`config.mk`:
```
export PLATFORM = sky130hd
export DESIGN_NAME = muntjac_ras
export DESIGN_NICKNAME = d
export VERILOG_FILES = /design/src/rtl/muntjac_pkg.sv /design/src/rtl/muntjac_ras.sv
export SDC_FILE = /design/constraint.sdc
export NUM_CORES = 1
export LEC_CHECK = 0
export ABC_CLOCK_PERIOD_IN_PS = 2700
export BUFFER_PORTS_ARGS = -buffer_cell sky130_fd_sc_hd__buf_2
export CAP_MARGIN = 20
export CORE_MARGIN = 3
export CORE_UTILIZATION = 45
export CTS_BUF_LIST = sky130_fd_sc_hd__clkbuf_4
export DETAILED_ROUTE_END_ITERATION = 7
export GPL_TIMING_DRIVEN = 0
export HOLD_SLACK_MARGIN = 0.15
export PLACE_DENSITY = 0.62
export SLEW_MARGIN = 20
export SYNTH_ARGS = -nofsm -noshare
export SYNTH_HDL_FRONTEND = slang
export SYNTH_SLANG_ARGS = --single-unit
```
`constraint.sdc`:
```
create_clock -name clk_i -period 2.7 [get_ports clk_i]
set_input_delay 0.27 -clock clk_i [delete_from_list [all_inputs] [get_ports clk_i]]
set_output_delay 0.27 -clock clk_i [all_outputs]
set_load 0.01 [all_outputs]
```
`src/rtl/muntjac_pkg.sv`:
```
// Shared types for the muntjac front end; the RAS consumes the BTB branch classification.
package muntjac_pkg;

  typedef enum logic [2:0] {
    BRANCH_NONE    = 3'd0,
    BRANCH_JUMP    = 3'd1,
    BRANCH_CALL    = 3'd2,
    BRANCH_RET     = 3'd3,
    BRANCH_YIELD   = 3'd4,
    BRANCH_UNTAKEN = 3'd5
  } branch_type_e;

endpackage

```
`src/rtl/muntjac_ras.sv`:
```
// Return address stack with a speculative top (fetch predictions) and a committed
// top (retirement) that the speculative view is restored to on a pipeline flush.
module muntjac_ras
  import muntjac_pkg::*;
#(
  parameter int unsigned AddrLen = 64,
  parameter int unsigned Depth   = 8
) (
  input  logic               clk_i,
  input  logic               rst_ni,
  input  logic               pred_valid_i,
  input  branch_type_e       pred_branch_type_i,
  input  logic [AddrLen-1:0] pred_pc_i,
  input  logic               pred_compressed_i,
  output logic               ret_valid_o,
  output logic [AddrLen-1:0] ret_addr_o,
  input  logic               commit_valid_i,
  input  branch_type_e       commit_branch_type_i,
  input  logic               redirect_i
);

  localparam int unsigned PtrW = $clog2(Depth);
  localparam int unsigned CntW = $clog2(Depth + 1);

  typedef struct packed {
    logic [PtrW-1:0] ptr;
    logic [CntW-1:0] cnt;
  } stk_t;

  // Pointer/count arithmetic shared by the speculative and committed tops.
  function automatic stk_t stk_update(input logic [PtrW-1:0] ptr,
                                      input logic [CntW-1:0] cnt,
                                      input branch_type_e    btype);
    stk_t r;
    r.ptr = ptr;
    r.cnt = cnt;
    unique case (btype)
      BRANCH_CALL: begin
        r.ptr = PtrW'(ptr + 1'b1);
        if (cnt != CntW'(Depth)) r.cnt = CntW'(cnt + 1'b1);
      end
      BRANCH_RET: begin
        if (cnt != '0) begin
          r.ptr = PtrW'(ptr - 1'b1);
          r.cnt = CntW'(cnt - 1'b1);
        end
      end
      BRANCH_YIELD: begin
        if (cnt == '0) r.cnt = CntW'(1);
      end
      default: ;
    endcase
    return r;
  endfunction

  logic [AddrLen-1:0] entries [Depth];
  logic [PtrW-1:0]    spec_ptr, com_ptr;
  logic [CntW-1:0]    spec_cnt, com_cnt;

  stk_t               spec_nxt, com_nxt;
  logic [AddrLen-1:0] link;
  logic               wr_en;
  logic [PtrW-1:0]    wr_idx;

  always_comb begin
    link     = pred_compressed_i ? AddrLen'(pred_pc_i + AddrLen'(2))
                                 : AddrLen'(pred_pc_i + AddrLen'(4));
    com_nxt  = '{ptr: com_ptr, cnt: com_cnt};
    spec_nxt = '{ptr: spec_ptr, cnt: spec_cnt};
    wr_en    = 1'b0;
    wr_idx   = spec_ptr;

    if (commit_valid_i) com_nxt = stk_update(com_ptr, com_cnt, commit_branch_type_i);

    // A flush takes the committed view including this cycle's retirement.
    if (redirect_i) begin
      spec_nxt = com_nxt;
    end else if (pred_valid_i) begin
      spec_nxt = stk_update(spec_ptr, spec_cnt, pred_branch_type_i);
      if (pred_branch_type_i == BRANCH_CALL) begin
        wr_en  = 1'b1;
        wr_idx = PtrW'(spec_ptr + 1'b1);
      end else if (pred_branch_type_i == BRANCH_YIELD) begin
        wr_en  = 1'b1;
      end
    end
  end

  always_ff @(posedge clk_i or negedge rst_ni) begin
    if (!rst_ni) begin
      spec_ptr <= '0;
      spec_cnt <= '0;
      com_ptr  <= '0;
      com_cnt  <= '0;
    end else begin
      spec_ptr <= spec_nxt.ptr;
      spec_cnt <= spec_nxt.cnt;
      com_ptr  <= com_nxt.ptr;
      com_cnt  <= com_nxt.cnt;
    end
  end

  always_ff @(posedge clk_i or negedge rst_ni) begin
    if (!rst_ni) begin
      for (int i = 0; i < int'(Depth); i++) entries[i] <= '0;
    end else if (wr_en) begin
      entries[wr_idx] <= link;
    end
  end

  assign ret_valid_o = (spec_cnt != '0);
  assign ret_addr_o  = entries[spec_ptr];

endmodule

```
Word-level counts from Yosys, hierarchy flattened
Cells that the tools add are included.

operators by class
  $lt $le $gt $ge = 3
  bitwise gates (word level) = 2
  multiplexer cells = 27
  equal/unequal tests = 11
  add/subtract/negate cells = 10
  reduce and logical (&&, ||, !) cells = 10

operator list
  operator                 count
  $bwmux W512              1
  $mux W64                 4
  $bmux W64 S3             1
  $demux W64 S3            1
  $add A64 B2 Y64 const B  1
  $add A64 B3 Y64 const B  1
  $mux W7                  5
  $pmux W4 S3              2
  $mux W4                  4
  $eq A3 B2 Y1 const B     4
  $pmux W3 S2              2
  $reduce_bool A4 Y1       3
  $mux W3                  3
  $ne A3 B3 Y1 const B     3
  $add A4 B1 Y4 const B    2
  $ge A4 B4 Y1 const B     2
  $logic_not A4 Y1         2
  $ne A4 B4 Y1 const B     2
  $not A3 Y4               2
  $sub A4 B1 Y4 const B    2
  $add A3 B1 Y3 const B    2
  $eq A3 B3 Y1 const B     2
  $sub A3 B1 Y3 const B    2
  $reduce_and A5 Y1        1
  6 further kinds          9

word-level totals
  output and inout port bits = 65
  word-level logic and storage cells = 75
  input port bits = 76
  register bits after elaboration = 526

Logic depth before layout (Yosys ltp)
  depth in word-level cells = 10
  depth in mapped cells = 13
  gate-level depth less buffers = 9

Worst setup path after synthesis
No wires, ideal clock.

  path type = reg2reg
  from = register spec_ptr[1]
  to = register entries[107] (netlist bit)
  stages on the path, launching flop included = 14
  period minus slack after synthesis = 2,931 ps
  required time = 2,555 ps
  setup slack = -231 ps
  setup time = 145 ps
  path buffers = 5
  arrival time = 2,786 ps
  path through = dfrtp_1 clkbuf_1 clkbuf_1 clkbuf_1 inv_1 ha_1 nand2_1 or4_4 a211oi_2 nand2_2 buf_6 buf_4 nand2_1 o21ai_0

between the ends
  word-level cells in the longest chain between the ends = 10
  elaborated cells between the ends (all ways) = 11
  classes of those cells = add/sub (1); order compare (2); mux (6); bitwise (1); reduce/logical (1)

ends and longest elaborated chain
  what                                                                       line                RTL
  start, declared                                                            muntjac_ras.sv:57   logic [PtrW-1:0] spec_ptr, com_ptr;
  start signal, assigned                                                     muntjac_ras.sv:96   spec_ptr <= spec_nxt.ptr;
  $add A3 B1 Y3                                                              muntjac_ras.sv:82   wr_idx = PtrW'(spec_ptr + 1'b1);
  $mux W3                                                                    muntjac_ras.sv:80   if (pred_branch_type_i == BRANCH_CALL) begin
  $mux W3                                                                    muntjac_ras.sv:78   end else if (pred_valid_i) begin
  $mux W3 *                                                                  muntjac_ras.sv:76   if (redirect_i) begin
  $not A3 Y4 (not written as such) *                                         muntjac_ras.sv:107  entries[wr_idx] <= link;
  $ge A4 B4 Y1 (not written as such) / $lt A4 B1 Y1 (equally long branches)  muntjac_ras.sv:107
  $logic_and A1 B1 Y1 (not written as such)                                  muntjac_ras.sv:107
  $mux W64 (not written as such)                                             muntjac_ras.sv:107
  $demux W64 S3 *                                                            muntjac_ras.sv:107
  $bwmux W512 *                                                              muntjac_ras.sv:107
  end signal, assigned by index                                              muntjac_ras.sv:107
  end, declared                                                              muntjac_ras.sv:56   logic [AddrLen-1:0] entries [Depth];

Every way passes the cells marked *; elsewhere a longest branch is shown, timed or not.
A chain may end at the register's enable or synchronous reset.

Final worst setup path
  from = register spec_ptr[1]
  to = register entries[110] (netlist bit)

The elaborated chain is that of the path after synthesis.

==> results.tsv <==
metric	value	unit
status	complete, but fails checks	
failing checks	negative setup slack	
worst-path cell chain	buf_8 > clkbuf_16 > clkbuf_16 > clkinv_8 > ha_4 > nand2_4 > or4_4 > a211oi_4 > nand2_4 > buf_12 > buf_12 > buf_16 > buf_16 > nand2_4 > o21ai_2	
critical path peak fanout	6	
WP data required	3.49	ns
drt pass-1 iters	5	
routed len/inst	24.2	µm
Core Box Area	54300	µm²
Max-slew headroom	10.0	%
Via Count	21800	
Crit. path cell count	15	
fmax	0.332	GHz
Mapped Area	24900	µm²
fill count	3879	
R2R Path End	entries[110]$_DFFE_PN0P_	
most common cell in the synthesized netlist	nand2_1	
die width	241	µm
WL final	90100	µm
CTS H-tree lvls	4	
Setup violations, final	472	
Clock Sinks	526	
clock skew	0.0476	ns
die span in y	241	µm
Syn Inst Count	2370	
Total GRT Usage	29.4	%
crit path from	spec_ptr[1]$_DFFE_PN0P_	
die area	58300	µm²
Seq/Total Area, Yosys	52.8	%
Leakage	0.0161	µW
layout cells sized above 1	52.5	%
GRT Residual Overflow	0	
dpl hpwl	52600	µm
worst reg2reg setup slack	-0.32	ns
Finished Layout Cells	3728	
Max Cap Viol	0	
Num CTS Buffers	142	
Cell variety after synth	69	
Synth top cells by count	606 x nand2_1, 526 x dfrtp_1, 246 x o21ai_0	
CP bufs+invs	8	
CP max-delay cell	or4_4	
WHS	0.282	ns
first-pass GRT wire length	129000	µm
#FFs+latches synth	526	
share of the synthesized area in the top cell type	52.8	%
CP peak stage delay	0.48	ns
final hold vios	0	
Worst-Skew Late Latency	1.00	ns
PD cells	1020	nW/µm²
Root Driver	clkbuf_4	
cell taking the most area after synthesis	dfrtp_1	
Remaining DRCs	0	
DP Cell Count	3256	
main area contributors after synthesis	dfrtp_1 53%, mux4_2 12%, nand2_1 9.1%	
syn nets	2458	
CP most frequent cell	nand2_4	
Final Core Density	67.5	%
Critical Path End	entries[110]$_DFFE_PN0P_	
Worst Hold Class	in2reg	
Longest Clk Path Bufs	3	
Crit Path Class	reg2reg	
Top Ports	141	
Post-Syn Area per Cell	10.5	µm²
FFs w/ async S/R, synth	100	%
Worst setup SP type	register	
vias in the first global route	22200	
Setup crit end kind	register	
Synthesis Warnings	0	
unrepaired setup endpoints after global routing	yes	
ys flop type	dfrtp_1	
via density per instance	5.86	
worst reg2reg path depth	15	
fin nets	2980	
maximum vdd drop	0.533	mV
clock-pin slew on the worst setup and hold paths	0.06	ns
antenna violations before repair	5	
Final Max Tran Viols	0	
PortBufs	139	
Worst Slack Setup Final	-0.316	ns
Post-synth EDFFs	0	
Crit Reg-Reg Startpoint	spec_ptr[1]$_DFFE_PN0P_	
CTS tree	done	
Worst Max-Slew Pin Slew	1.34	ns
Period minus WS final	3.02	ns
Tcrit/Tclk final	112	%
DRT antenna net count	0	
total power	37400	µW
row cnt	85	
CP top delay family	buffers and inverters	
pin count of the biggest net entering global routing	95	
Final Wtd Congestion	0.909	
Worst EP arrival	3.81	ns
starting density of the core	45.9	%
Initial DRC Count	2012	
area grow syn2layout	47.1	%
[per-layer routing]
metal  GRT usage [%]  part of all wire (%)  up-vias
li1                -                     -     9476
met1            38.2                    38    11000
met2            47.4                    49     1054
met3            6.67                   8.6      273
met4            13.5                   5.0        0
met5               0                     0        -
[worst min-delay path, delay by kind of cell]
kind,cells,cell delay [ns]
AO/OA/AOI/OAI,1,0.16
buffers and inverters,3,0.76
[power breakdown]
| part | switching [µW] | internal [µW] | total (µW) |
|---|---|---|---|
| logic | 7330 | 8470 | 15800 |
| registers | 2890 | 11500 | 14400 |
| clock network | 3400 | 3800 | 7210 |
| total | 13600 | 23800 | 37400 |
[repair_timing]
action / 4_1_cts / 5_1_grt
gates resized for setup: 608 / 1080
gates cloned: 33 / 33
hold endpoints to repair: 872 / 0
setup buffers: 42 / 30
setup endpoints to repair: 576 / 579
pin swaps: 144 / 275
hold buffers: 107 / 0
[per-stage QoR]
step / setup slack [ns] / cell area [µm²] / setup TNS [ns]
6_report: -0.316 / 36700 / -58.95
5_1_grt: -0.419 / 36700 / -89.01
4_1_cts: -0.446 / 32500 / -52.15
3_5_place_dp: -1.32 / 26800 / -542.47
3_3_place_gp: -9.08 / 26600 / -5297.46
2_1_floorplan: 0.0100 / 24900 / 0
[registers in the layout, indices dropped and copies added (netlist names)]
name / flops
com_cnt: 4
spec_ptr: 3
entries: 512
spec_cnt: 4
com_ptr: 3
[logic make-up (layout without fill, tap and decap cells)]
group                    after synthesis  after routing  synth area share (%)
AO/OA/AOI/OAI                        542            542                  12.3
XOR/XNOR                              71             71                  2.58
adder cells (fa/ha/maj)               12             12                 0.632
buffers and inverters                174            784                  3.64
flip-flops                           526            526                  52.8
multiplexers                         150            150                  12.6
other                                  0              8                     0
AND/OR/NAND/NOR                      895            896                  15.5
[final cells by class]
| cell class | count | area (µm²) | share of cell area (%) |
|---|---|---|---|
| well taps | 739 | 925 | 2.52 |
| clock inverters | 23 | 166 | 0.453 |
| plain buffers | 151 | 2120 | 5.78 |
| diodes | 8 | 20.0 | 0.0545 |
| flip-flops and latches | 526 | 13200 | 35.9 |
| repair buffers | 384 | 4710 | 12.8 |
| multi-input cells | 1671 | 13900 | 38.0 |
| inverters | 16 | 72.6 | 0.198 |
| clock buffers | 210 | 1580 | 4.30 |
[cells in the final DEF (no fill, tap or decap), drive strengths merged, types with 2 or more instances in the layout]
cell,n
a211oi,3
a21o,3
a21oi,134
and2,3
and3,9
and4,5
buf,359
bufinv,3
clkbuf,283
clkinv,18
dfrtp,526
diode,8
dlygate4sd3,102
ha,11
inv,18
mux2,17
mux2i,5
mux4,128
nand2,613
nand2b,7
nand3,22
nand4,27
nor2,155
nor2b,6
nor3,20
nor3b,2
nor4,12
nor4b,2
o21ai,387
o311ai,2
o31ai,3
or2,2
or3,2
or3b,3
or4,4
xnor2,41
xor2,30
[worst min-delay path by stage]
stage,cells after the start,to,start
4_1_cts,4,spec_ptr[2]$_DFFE_PN0P_,redirect_i
3_3_place_gp,2,entries[432]$_DFFE_PN0P_,entries[432]$_DFFE_PN0P_
3_5_place_dp,1,entries[30]$_DFFE_PN0P_,rst_ni
6_report,4,spec_ptr[2]$_DFFE_PN0P_,redirect_i
5_1_grt,4,spec_ptr[2]$_DFFE_PN0P_,redirect_i
2_1_floorplan,0,com_cnt[0]$_DFF_PN0_,rst_ni
Power figures use the tool's default switching activity.
